$ cat src/rtl/whack_pkg.sv
// Shared types and constants for the whack-a-mole game: state encoding,
// difficulty-indexed timing tables and LFSR parameters.
package whack_pkg;

    typedef enum logic [1:0] {
        IDLE  = 2'd0,
        GAP   = 2'd1,
        UP    = 2'd2,
        FLASH = 2'd3
    } state_t;

    localparam int MS_W = 10;

    // Element [d] is the time in ms for difficulty d (element 0 is rightmost).
    localparam logic [3:0][MS_W-1:0] UP_MS  = {10'd300, 10'd450, 10'd700, 10'd1000};
    localparam logic [3:0][MS_W-1:0] GAP_MS = {10'd150, 10'd250, 10'd400, 10'd600};
    localparam logic [MS_W-1:0]      FLASH_MS = 10'd100;

    localparam logic [15:0] LFSR_SEED = 16'hACE1;
    // Taps 16,14,13,11 map to register bits 15,13,12,10.
    localparam logic [15:0] LFSR_TAPS = 16'hB400;

endpackage

$ cat src/rtl/lfsr16.sv
// Free-running 16-bit Fibonacci LFSR; reseeded only by reset.
module lfsr16
    import whack_pkg::*;
(
    input  logic        clk,
    input  logic        rst,
    output logic [15:0] out
);

    // NOTE: registered state is always written with non-blocking assignments.
    always_ff @(posedge clk) begin
        if (rst) begin
            out <= LFSR_SEED;
        end else begin
            out <= {out[14:0], ^(out & LFSR_TAPS)};
        end
    end

endmodule

$ cat src/rtl/mole_scheduler.sv
// Mole sequencing FSM: picks a pseudo-random mole, times GAP/UP/FLASH phases
// in milliseconds and judges whack pulses into hit/miss/wrong scoring pulses.
module mole_scheduler
    import whack_pkg::*;
#(
    parameter int NUM_MOLES = 8,
    parameter int IDXW      = 4
) (
    input  logic                 clk,
    input  logic                 rst,
    input  logic                 enable,
    input  logic [1:0]           difficulty_level,
    input  logic                 tick_ms,
    input  logic [NUM_MOLES-1:0] whack,
    output logic [NUM_MOLES-1:0] mole_leds,
    output logic [IDXW-1:0]      active_idx,
    output logic                 hit_pulse,
    output logic                 miss_pulse,
    output logic                 wrong_pulse,
    output logic [7:0]           mole_count
);

    localparam logic [IDXW:0]      NM  = (IDXW+1)'(NUM_MOLES);
    localparam logic [NUM_MOLES-1:0] ONE = NUM_MOLES'(1);

    state_t          state, next_state;
    logic [MS_W-1:0] ms_cnt, up_lim, gap_lim, limit;
    logic [15:0]     lfsr;
    logic            lfsr_unused;
    logic            expire, any_whack;
    logic            hit, miss, wrong, gap_entry, up_entry;
    logic [IDXW:0]   cand_raw, cand_fold, cand_bump;
    logic [IDXW-1:0] pick;

    lfsr16 u_lfsr (
        .clk (clk),
        .rst (rst),
        .out (lfsr)
    );

    assign lfsr_unused = ^lfsr[15:IDXW];

    always_comb begin
        case (state)
            GAP:     limit = gap_lim;
            UP:      limit = up_lim;
            default: limit = FLASH_MS;
        endcase
    end

    assign expire    = tick_ms && (ms_cnt == limit - 1'b1);
    assign any_whack = |whack;

    // Fold the raw candidate into range, then step past the previous mole.
    assign cand_raw  = {1'b0, lfsr[IDXW-1:0]};
    assign cand_fold = (cand_raw >= NM) ? cand_raw - NM : cand_raw;
    assign cand_bump = (cand_fold[IDXW-1:0] == active_idx) ? cand_fold + 1'b1 : cand_fold;
    assign pick      = (cand_bump == NM) ? '0 : cand_bump[IDXW-1:0];

    // NOTE: every signal driven here gets a default first, so no latches are inferred.
    always_comb begin
        next_state = state;
        hit        = 1'b0;
        miss       = 1'b0;
        wrong      = 1'b0;
        gap_entry  = 1'b0;
        up_entry   = 1'b0;
        if (!enable) begin
            next_state = IDLE;
        end else begin
            case (state)
                IDLE: begin
                    next_state = GAP;
                    gap_entry  = 1'b1;
                end
                GAP: begin
                    wrong = any_whack;
                    if (expire) begin
                        next_state = UP;
                        up_entry   = 1'b1;
                    end
                end
                UP: begin
                    if (|(whack & mole_leds)) begin
                        hit        = 1'b1;
                        next_state = FLASH;
                    end else if (expire) begin
                        miss       = 1'b1;
                        next_state = GAP;
                        gap_entry  = 1'b1;
                    end else begin
                        wrong = any_whack;
                    end
                end
                FLASH: begin
                    wrong = any_whack;
                    if (expire) begin
                        next_state = GAP;
                        gap_entry  = 1'b1;
                    end
                end
                default: next_state = IDLE;
            endcase
        end
    end

    always_ff @(posedge clk) begin
        if (rst) begin
            state       <= IDLE;
            ms_cnt      <= '0;
            up_lim      <= '0;
            gap_lim     <= '0;
            mole_leds   <= '0;
            active_idx  <= '0;
            hit_pulse   <= 1'b0;
            miss_pulse  <= 1'b0;
            wrong_pulse <= 1'b0;
            mole_count  <= '0;
        end else begin
            state       <= next_state;
            hit_pulse   <= hit;
            miss_pulse  <= miss;
            wrong_pulse <= wrong;

            if (next_state != state || state == IDLE) begin
                ms_cnt <= '0;
            end else if (tick_ms) begin
                ms_cnt <= ms_cnt + 1'b1;
            end

            // Both phase times are frozen at GAP entry for the whole GAP/UP pair.
            if (gap_entry) begin
                up_lim  <= UP_MS[difficulty_level];
                gap_lim <= GAP_MS[difficulty_level];
            end

            case (next_state)
                UP:      if (up_entry) mole_leds <= ONE << pick;
                FLASH:   mole_leds <= '1;
                default: mole_leds <= '0;
            endcase

            if (up_entry) begin
                active_idx <= pick;
                mole_count <= (mole_count == 8'hFF) ? mole_count : mole_count + 8'd1;
            end else if (state == IDLE && gap_entry) begin
                mole_count <= '0;
            end
        end
    end

endmodule

$ cat config.mk
export PLATFORM = sky130hd
export DESIGN_NAME = mole_scheduler
export DESIGN_NICKNAME = d
export VERILOG_FILES = /design/src/rtl/whack_pkg.sv /design/src/rtl/lfsr16.sv /design/src/rtl/mole_scheduler.sv
export SDC_FILE = /design/constraint.sdc
export NUM_CORES = 1
export LEC_CHECK = 0
export ABC_AREA = 0
export CAP_MARGIN = 20
export CELL_PAD_IN_SITES_DETAIL_PLACEMENT = 1
export CELL_PAD_IN_SITES_GLOBAL_PLACEMENT = 1
export CORE_MARGIN = 8
export CORE_UTILIZATION = 38
export CTS_BUF_LIST = sky130_fd_sc_hd__clkbuf_16
export CTS_CLUSTER_DIAMETER = 120
export DETAILED_ROUTE_END_ITERATION = 6
export GPL_TIMING_DRIVEN = 0
export PLACE_DENSITY_LB_ADDON = 0.1
export SYNTH_ARGS = -nofsm -noshare
export SYNTH_HDL_FRONTEND = slang
export SYNTH_SLANG_ARGS = --single-unit
$ cat constraint.sdc
create_clock -name clk -period 3.2 [get_ports clk]
set_input_delay 0.48 -clock clk [delete_from_list [all_inputs] [get_ports clk]]
set_output_delay 0.48 -clock clk [all_outputs]
set_load 0.03 [all_outputs]
* Word-level counts from Yosys, hierarchy flattened *
Cells that the tools add are included.

storage, ports and cells
  bits in registers = 71
  logic and storage cells = 75
  bits of input ports = 14

operators by class
  mux-type cells = 28
  shifts and indexed selects = 1
  bitwise gates (word level) = 3
  order comparisons = 2
  reductions and logical operators = 13
  equal/unequal tests = 12
  add/sub/neg operators = 5

operator list
  cell                     count
  $bmux W10 S2             2
  $mux W8                  4
  $mux W10                 2
  $pmux W10 S2             1
  $pmux W8 S2              1
  $reduce_or A8 Y1         2
  $reduce_xor A16 Y1       1
  $add A10 B1 Y10 const B  1
  $eq A10 B10 Y1           1
  $mux W5                  2
  $sub A10 B1 Y10 const B  1
  $add A8 B1 Y8 const B    1
  $and A8 B8 Y8            1
  $eq A2 B2 Y1 const B     4
  $eq A8 B8 Y1 const B     1
  $mux W1                  8
  $mux W2                  4
  $pmux W2 S4              1
  $shl A1 B4 Y8 const A    1
  $reduce_or A2 Y1         3
  $add A5 B1 Y5 const B    1
  $eq A5 B4 Y1 const B     1
  $sub A4 B4 Y5 const B    1
  $eq A4 B4 Y1             1
  other kinds (15)         18

* Longest topological paths before layout *
  depth after elaboration = 12
  gate-level depth with buffers = 16
  depth with buffers taken out = 14

* Modules after synthesis *
Synthesis repeated with hierarchy kept, for this count alone.

unflattened totals
  cells, all modules = 398
  area, all modules = 3455.8 um^2

modules (own cells, without submodules)
  module          area each (um^2)  instances  seq. area each (um^2)  cells each
  mole_scheduler  3001.6            1          960.9                  362
  lfsr16          454.2             1          320.3                  36

* Least setup slack after synthesis *
OpenSTA, ideal clock, no wires.

  path kind = reg2reg
  from = reg state[1]
  to = reg mole_count[2]
  cell stages (with the launch flop) = 15
  required time = 3.080 ns
  arrival = 3.322 ns
  setup slack = -0.242 ns
  setup time = 0.120 ns
  path through = dfxtp_1 > inv_1 > ha_1 > clkbuf_1 > nand2_1 > ha_1 > xnor2_1 > a22o_1 > a211oi_2 > nand3_1 > o22ai_2 > nand3_4 > o22ai_4 > a31oi_2 > a211o_1

between the ends
  word-level cells in the longest chain between the ends = 12

ends and longest elaborated chain
  what                                                 RTL line                                                          text
  start: declaration                                   mole_scheduler.sv:26                                              state_t state, next_state;
  start signal: assignment                             mole_scheduler.sv:120                                             state <= next_state;
  $eq A2 B2 Y1 / $eq A2 B1 Y1 (equally long branches)  mole_scheduler.sv:44, mole_scheduler.sv:71
  $pmux W10 S2                                         mole_scheduler.sv:44                                              case (state)
  $sub A10 B1 Y10                                      mole_scheduler.sv:51                                              assign expire = tick_ms && (ms_cnt == limit - 1'b1);
  $eq A10 B10 Y1                                       mole_scheduler.sv:51
  $logic_and A1 B1 Y1                                  mole_scheduler.sv:51
  $mux W1                                              mole_scheduler.sv:78, mole_scheduler.sv:87, mole_scheduler.sv:97
  $mux W1                                              mole_scheduler.sv:84                                              if (|(whack & mole_leds)) begin
  $pmux W1 S3                                          mole_scheduler.sv:71                                              case (state)
  $mux W1                                              mole_scheduler.sv:68                                              if (!enable) begin
  $logic_and A1 B1 Y1                                  mole_scheduler.sv:146                                             end else if (state == IDLE && gap_entry) begin
  $reduce_bool A2 Y1 (no source line)                  -
  $reduce_and A2 Y1 (no source line)                   -
  end signal: assignment                               mole_scheduler.sv:145                                             mole_count <= (mole_count == 8'hFF) ? mole_count : mole_count + 8'd1;
  end: declaration                                     mole_scheduler.sv:20                                              output logic [7:0] mole_count

Parallel ways exist; a longest one is shown, timed or not.
A chain may end at the register's enable or synchronous reset.

* Final worst setup path *
Same ends and word-level chain as after synthesis.

==> results by stage <==
Final layout:
- The utilization after layout is 54.40%.
- The count of filler cells inserted in the layout is ~1000.
- The area growth from synthesis to layout is 40.66%.
- After the last flow step, the layout net total stands at 487.
- The share of cells above drive strength 1 is 23.88%.
- The repair_antennas step left the layout with diodes totalling 0.
- With fillers left out, the area of the finished cells amounts to between 4000 and 5000 um^2.
- The finished layout holds 577 standard cells, fillers aside.

STA:
- The top achievable clock speed is approximately 320 MHz.
- The relative max-transition margin is 59.30%.
- Of the available clock period, the critical path in the final layout requires 98.69%.
- The final-report max-slew violation count came to 0.
- At the pin with the least slew margin, the transition time is 0.6050 ns.
- On the final layout, the worst hold slack is 0.4118 ns.
- The number of endpoints with negative hold slack in the final report came to 0.
- The setup skew after layout is 0.008849 ns.
- Setup repair after global routing could not meet its margin everywhere.
- The worst path meets setup with 0.04206 ns of slack.
- After routing, the total negative slack on setup checks comes to 0 ns.
- The worst path in the final design needs a cycle of 3.158 ns, including I/O delays and setup.
- Setup violations remaining at the end of the flow were counted as 0.

Detailed routing:
- The via count is 3126.
- The average routed wire per standard cell is 17.26 um.
- The final layout contains routed wiring with a total length of 9.961 mm.
- The remaining antenna violation count after routing is 0.
- The number of detailed-route iterations in the first pass is 4.
- The ratio of routed vias to standard cells is 5.418.
- For this block, the initial DRC count from the detailed router was between 100 and 150.
- The DRC violations left is 0.

Global routing:
- The largest net degree at the start of global routing is 14.
- Global routing finished with a remaining overflow of 0.
- The via count of the first global-routing pass is 3224.
- The number of antenna violations at the first check in global routing is 0.
- The first global-routing pass estimated 15.92 mm of wire.
- Global routing consumed, over all layers together, 16.76% of the routing resources.

Logic synthesis:
- The synthesized netlist devotes 6.589% of its cell area to XOR and XNOR gates.
- The cell count after synthesis came out at 384.
- The dominant synthesized flop cell is dfxtp_1.
- The synthesized netlist devotes ~21% of its cell area to compound gates.
- The main combinational cell family by area after synthesis is simple AND/OR/NAND/NOR gates.
- The commonest cells after synthesis are dfxtp_1 (64), nand2_1 (46), nor2_1 (39).
- Averaged over all synthesized cells, the footprint is 8.654 um^2.
- The fraction of synthesized cell area taken by the top area cell type is around two fifths.
- The synthesized design contains 0 enable-type register cells.
- The most common cell in the synthesized netlist is dfxtp_1.
- The share of flip-flops with an asynchronous set or reset is 0%.
- The simple-gate portion of the synthesized area is 23.00%.
- The multiplexer share of the synthesized area is 2.748%.
- By area the synthesized netlist is led by dfxtp_1 (39%), nand2_1 (5.2%), xor2_1 (4.5%).
- The cell taking the most area after synthesis is dfxtp_1.
- Sequential elements use 38.55% of the synthesized area.
- The cell area that synthesis handed to floorplanning was approximately 3300 um^2.
- The synthesized netlist devotes 3.389% of its cell area to adder and majority cells.
- For this run, the number of Yosys warnings is 0.
- The number of distinct standard cells referenced by the synthesized netlist is 60.
- The net count of the mapped netlist is between 400 and 500.
- The synthesized design contains 64 register bits.

Clocking:
- The master cell of the clock root buffer is clkbuf_16.
- TritonCTS created 9 clock buffers.
- Clock latency on the worst-skew pair, taken at its later pin, is about 0.33 ns.
- The CTS H-tree depth is 3.
- The CTS tree is done.
- No sink is reached through more buffers than the 2 on the longest clock path.
- CTS saw between 60 and 70 sinks.
- For this design, the CTS-stage hold fixing added 0 buffers.
- The clock slew at the register clock pins of the worst setup and hold paths is approximately 0.06 ns.

Setup path:
- The largest fanout on the critical path is 8.
- Tracing the worst setup path back leads to its startpoint at state[1].
- The number of cells on the worst reg-to-reg path is 15.
- The worst path arrival time is 3.37 ns.
- STA puts the critical path data required time at between 3 and 4 ns.
- In this run the critical register-to-register path is launched from state[1].
- The register-to-register path setup slack is 0.04 ns.
- The endpoint identified for the worst register-to-register timing path is mole_count[2].
- STA classifies the critical path endpoint as a flip-flop.
- The setup path with the least slack is of type flip-flop to flip-flop.
- The worst setup path is launched from a flip-flop.

Place:
- The last weighted congestion value of the routability-driven placer is 0.7845.
- The number of placed instances with taps included is 525.
- After legalization and detailed placement, the total HPWL measured roughly 6.4 mm.
- The total of buffers placed on input and output ports is 33.
- Summing all placed instances gives a cell area of 3832 um^2.
- Timing analysis after detailed placement gives a worst setup slack of -0.5416 ns.

Hold path:
- Along the worst hold path, the cell count comes to 1.
- The worst hold path begins at u_lfsr.out[4].
- The class of the tightest hold or removal check is flip-flop to flip-flop.
- The terminating pin of the worst hold path is u_lfsr.out[5].

Die:
- The die covers between 10000 and 15000 um^2.
- The standard-cell row count is 34.
- The area inside the core boundary is 8593 um^2.
- The die outline width is 109.5 um.
- The initial utilization of the core area, before any placement, comes to 38.67%.
- 37 I/O pins were placed.
- The die height is between 100 and 150 um.

Power and ir drop:
- For this design the static power due to leakage is 1.755 nW.
- The cell area power density is approximately 470 nW/um^2.
- The overall power consumption is 2.193 mW.
- VDD sags by at most 299.5 uV.

Outcome:
- The run finished with clean final reports.

Run:
- Across the run, the number of max-cap violations was 0.
[timing repair]
action,CTS,global route
gates cloned,0,2
setup endpoints to repair,46,37
gates resized for setup,28,35
pin swaps,18,24
setup buffers,25,13
[registers in the layout, indices dropped and copies added, names as in the netlist, 2 cells and up]
name        cells
u_lfsr.out     16
state           2
ms_cnt         10
gap_lim         5
up_lim          8
mole_count      8
active_idx      4
mole_leds       8
[per-layer routing]
metal,routed length (um),part of all wire [%],vias up,track usage [%]
li1,-,-,1544,-
met2,5069,51,31,29.93
met5,0,0,-,0
met4,170,1.7,0,5.786
met3,215,2.2,17,3.751
met1,4505,45,1534,19.18
[worst max-delay path by stage]
stage               slack (ns)       endpoint
floorplan                 0.01   mole_leds[7]
global placement         -0.50   mole_leds[4]
detailed placement       -0.54      ms_cnt[6]
CTS                      -0.05  mole_count[6]
global route             -0.11  mole_count[2]
finish                    0.04  mole_count[2]
[power by group]
part           switching (mW)  leakage (nW)  total (mW)  internal (mW)
clock network           0.396         0.157        1.09          0.690
logic                   0.150          1.07       0.265          0.116
registers              0.0194         0.524       0.842          0.823
total                   0.565          1.75        2.19           1.63
[layout by cell type (no fill, tap or decap), types with 3 or more instances in the layout]
| cell type | instances |
|---|---|
| dfxtp_1 | 62 |
| nand2_1 | 44 |
| nor2_1 | 36 |
| clkdlybuf4s50_1 | 33 |
| buf_4 | 31 |
| xor2_1 | 17 |
| inv_1 | 13 |
| buf_6 | 11 |
| a22o_1 | 10 |
| nand4_1 | 10 |
| clkbuf_1 | 9 |
| a21oi_1 | 9 |
| clkbuf_16 | 9 |
| o21ai_0 | 8 |
| nand3_1 | 8 |
| or2_2 | 8 |
| xnor2_1 | 7 |
| mux2i_1 | 7 |
| a31oi_1 | 7 |
| a22oi_1 | 6 |
| nor2b_1 | 6 |
| nor3_1 | 5 |
| o221a_2 | 5 |
| o32ai_1 | 5 |
| ha_1 | 5 |
| inv_6 | 4 |
| or3_1 | 4 |
| nor4_1 | 4 |
| and3_1 | 4 |
| ha_4 | 4 |
| nand3b_1 | 3 |
| o211a_1 | 3 |
| a21o_1 | 3 |
| and2_1 | 3 |
| a21oi_2 | 3 |
| a211oi_1 | 3 |
[kinds of logic (layout without fill, tap and decap cells)]
kind of cell             Yosys count  in the layout
flip-flops                        64             64
buffers and inverters             34            118
adder cells (fa/ha/maj)            9              9
multiplexers                       9              9
XOR/XNOR                          25             25
AND/OR/NAND/NOR                  153            153
AO/OA/AOI/OAI                     90             91
[area by class of cell]
type                       count  area, um^2  share of cell area, %
multi-input combinational    287        2123                  45.42
sequential                    64        1289                  27.57
timing repair buffer          72       656.9                  14.05
clock buffer                   9       225.2                  4.818
tap                          108       135.1                  2.891
clock inverter                 7       102.6                  2.195
buffer                        14       72.57                  1.552
inverter                      16       70.07                  1.499
[critical path: stages, from the launching register on]
cell,delay [ns]
dfxtp_4,0.39
inv_6,0.05
ha_4,0.18
a22oi_2,0.20
and2_4,0.18
ha_4,0.17
xnor2_4,0.07
a22o_1,0.20
a211oi_2,0.25
nand3_1,0.16
o22ai_4,0.24
buf_6,0.14
nand4_4,0.20
o21ai_4,0.22
a31oi_4,0.09
a211o_1,0.28
(Power assumes the default switching activity.)
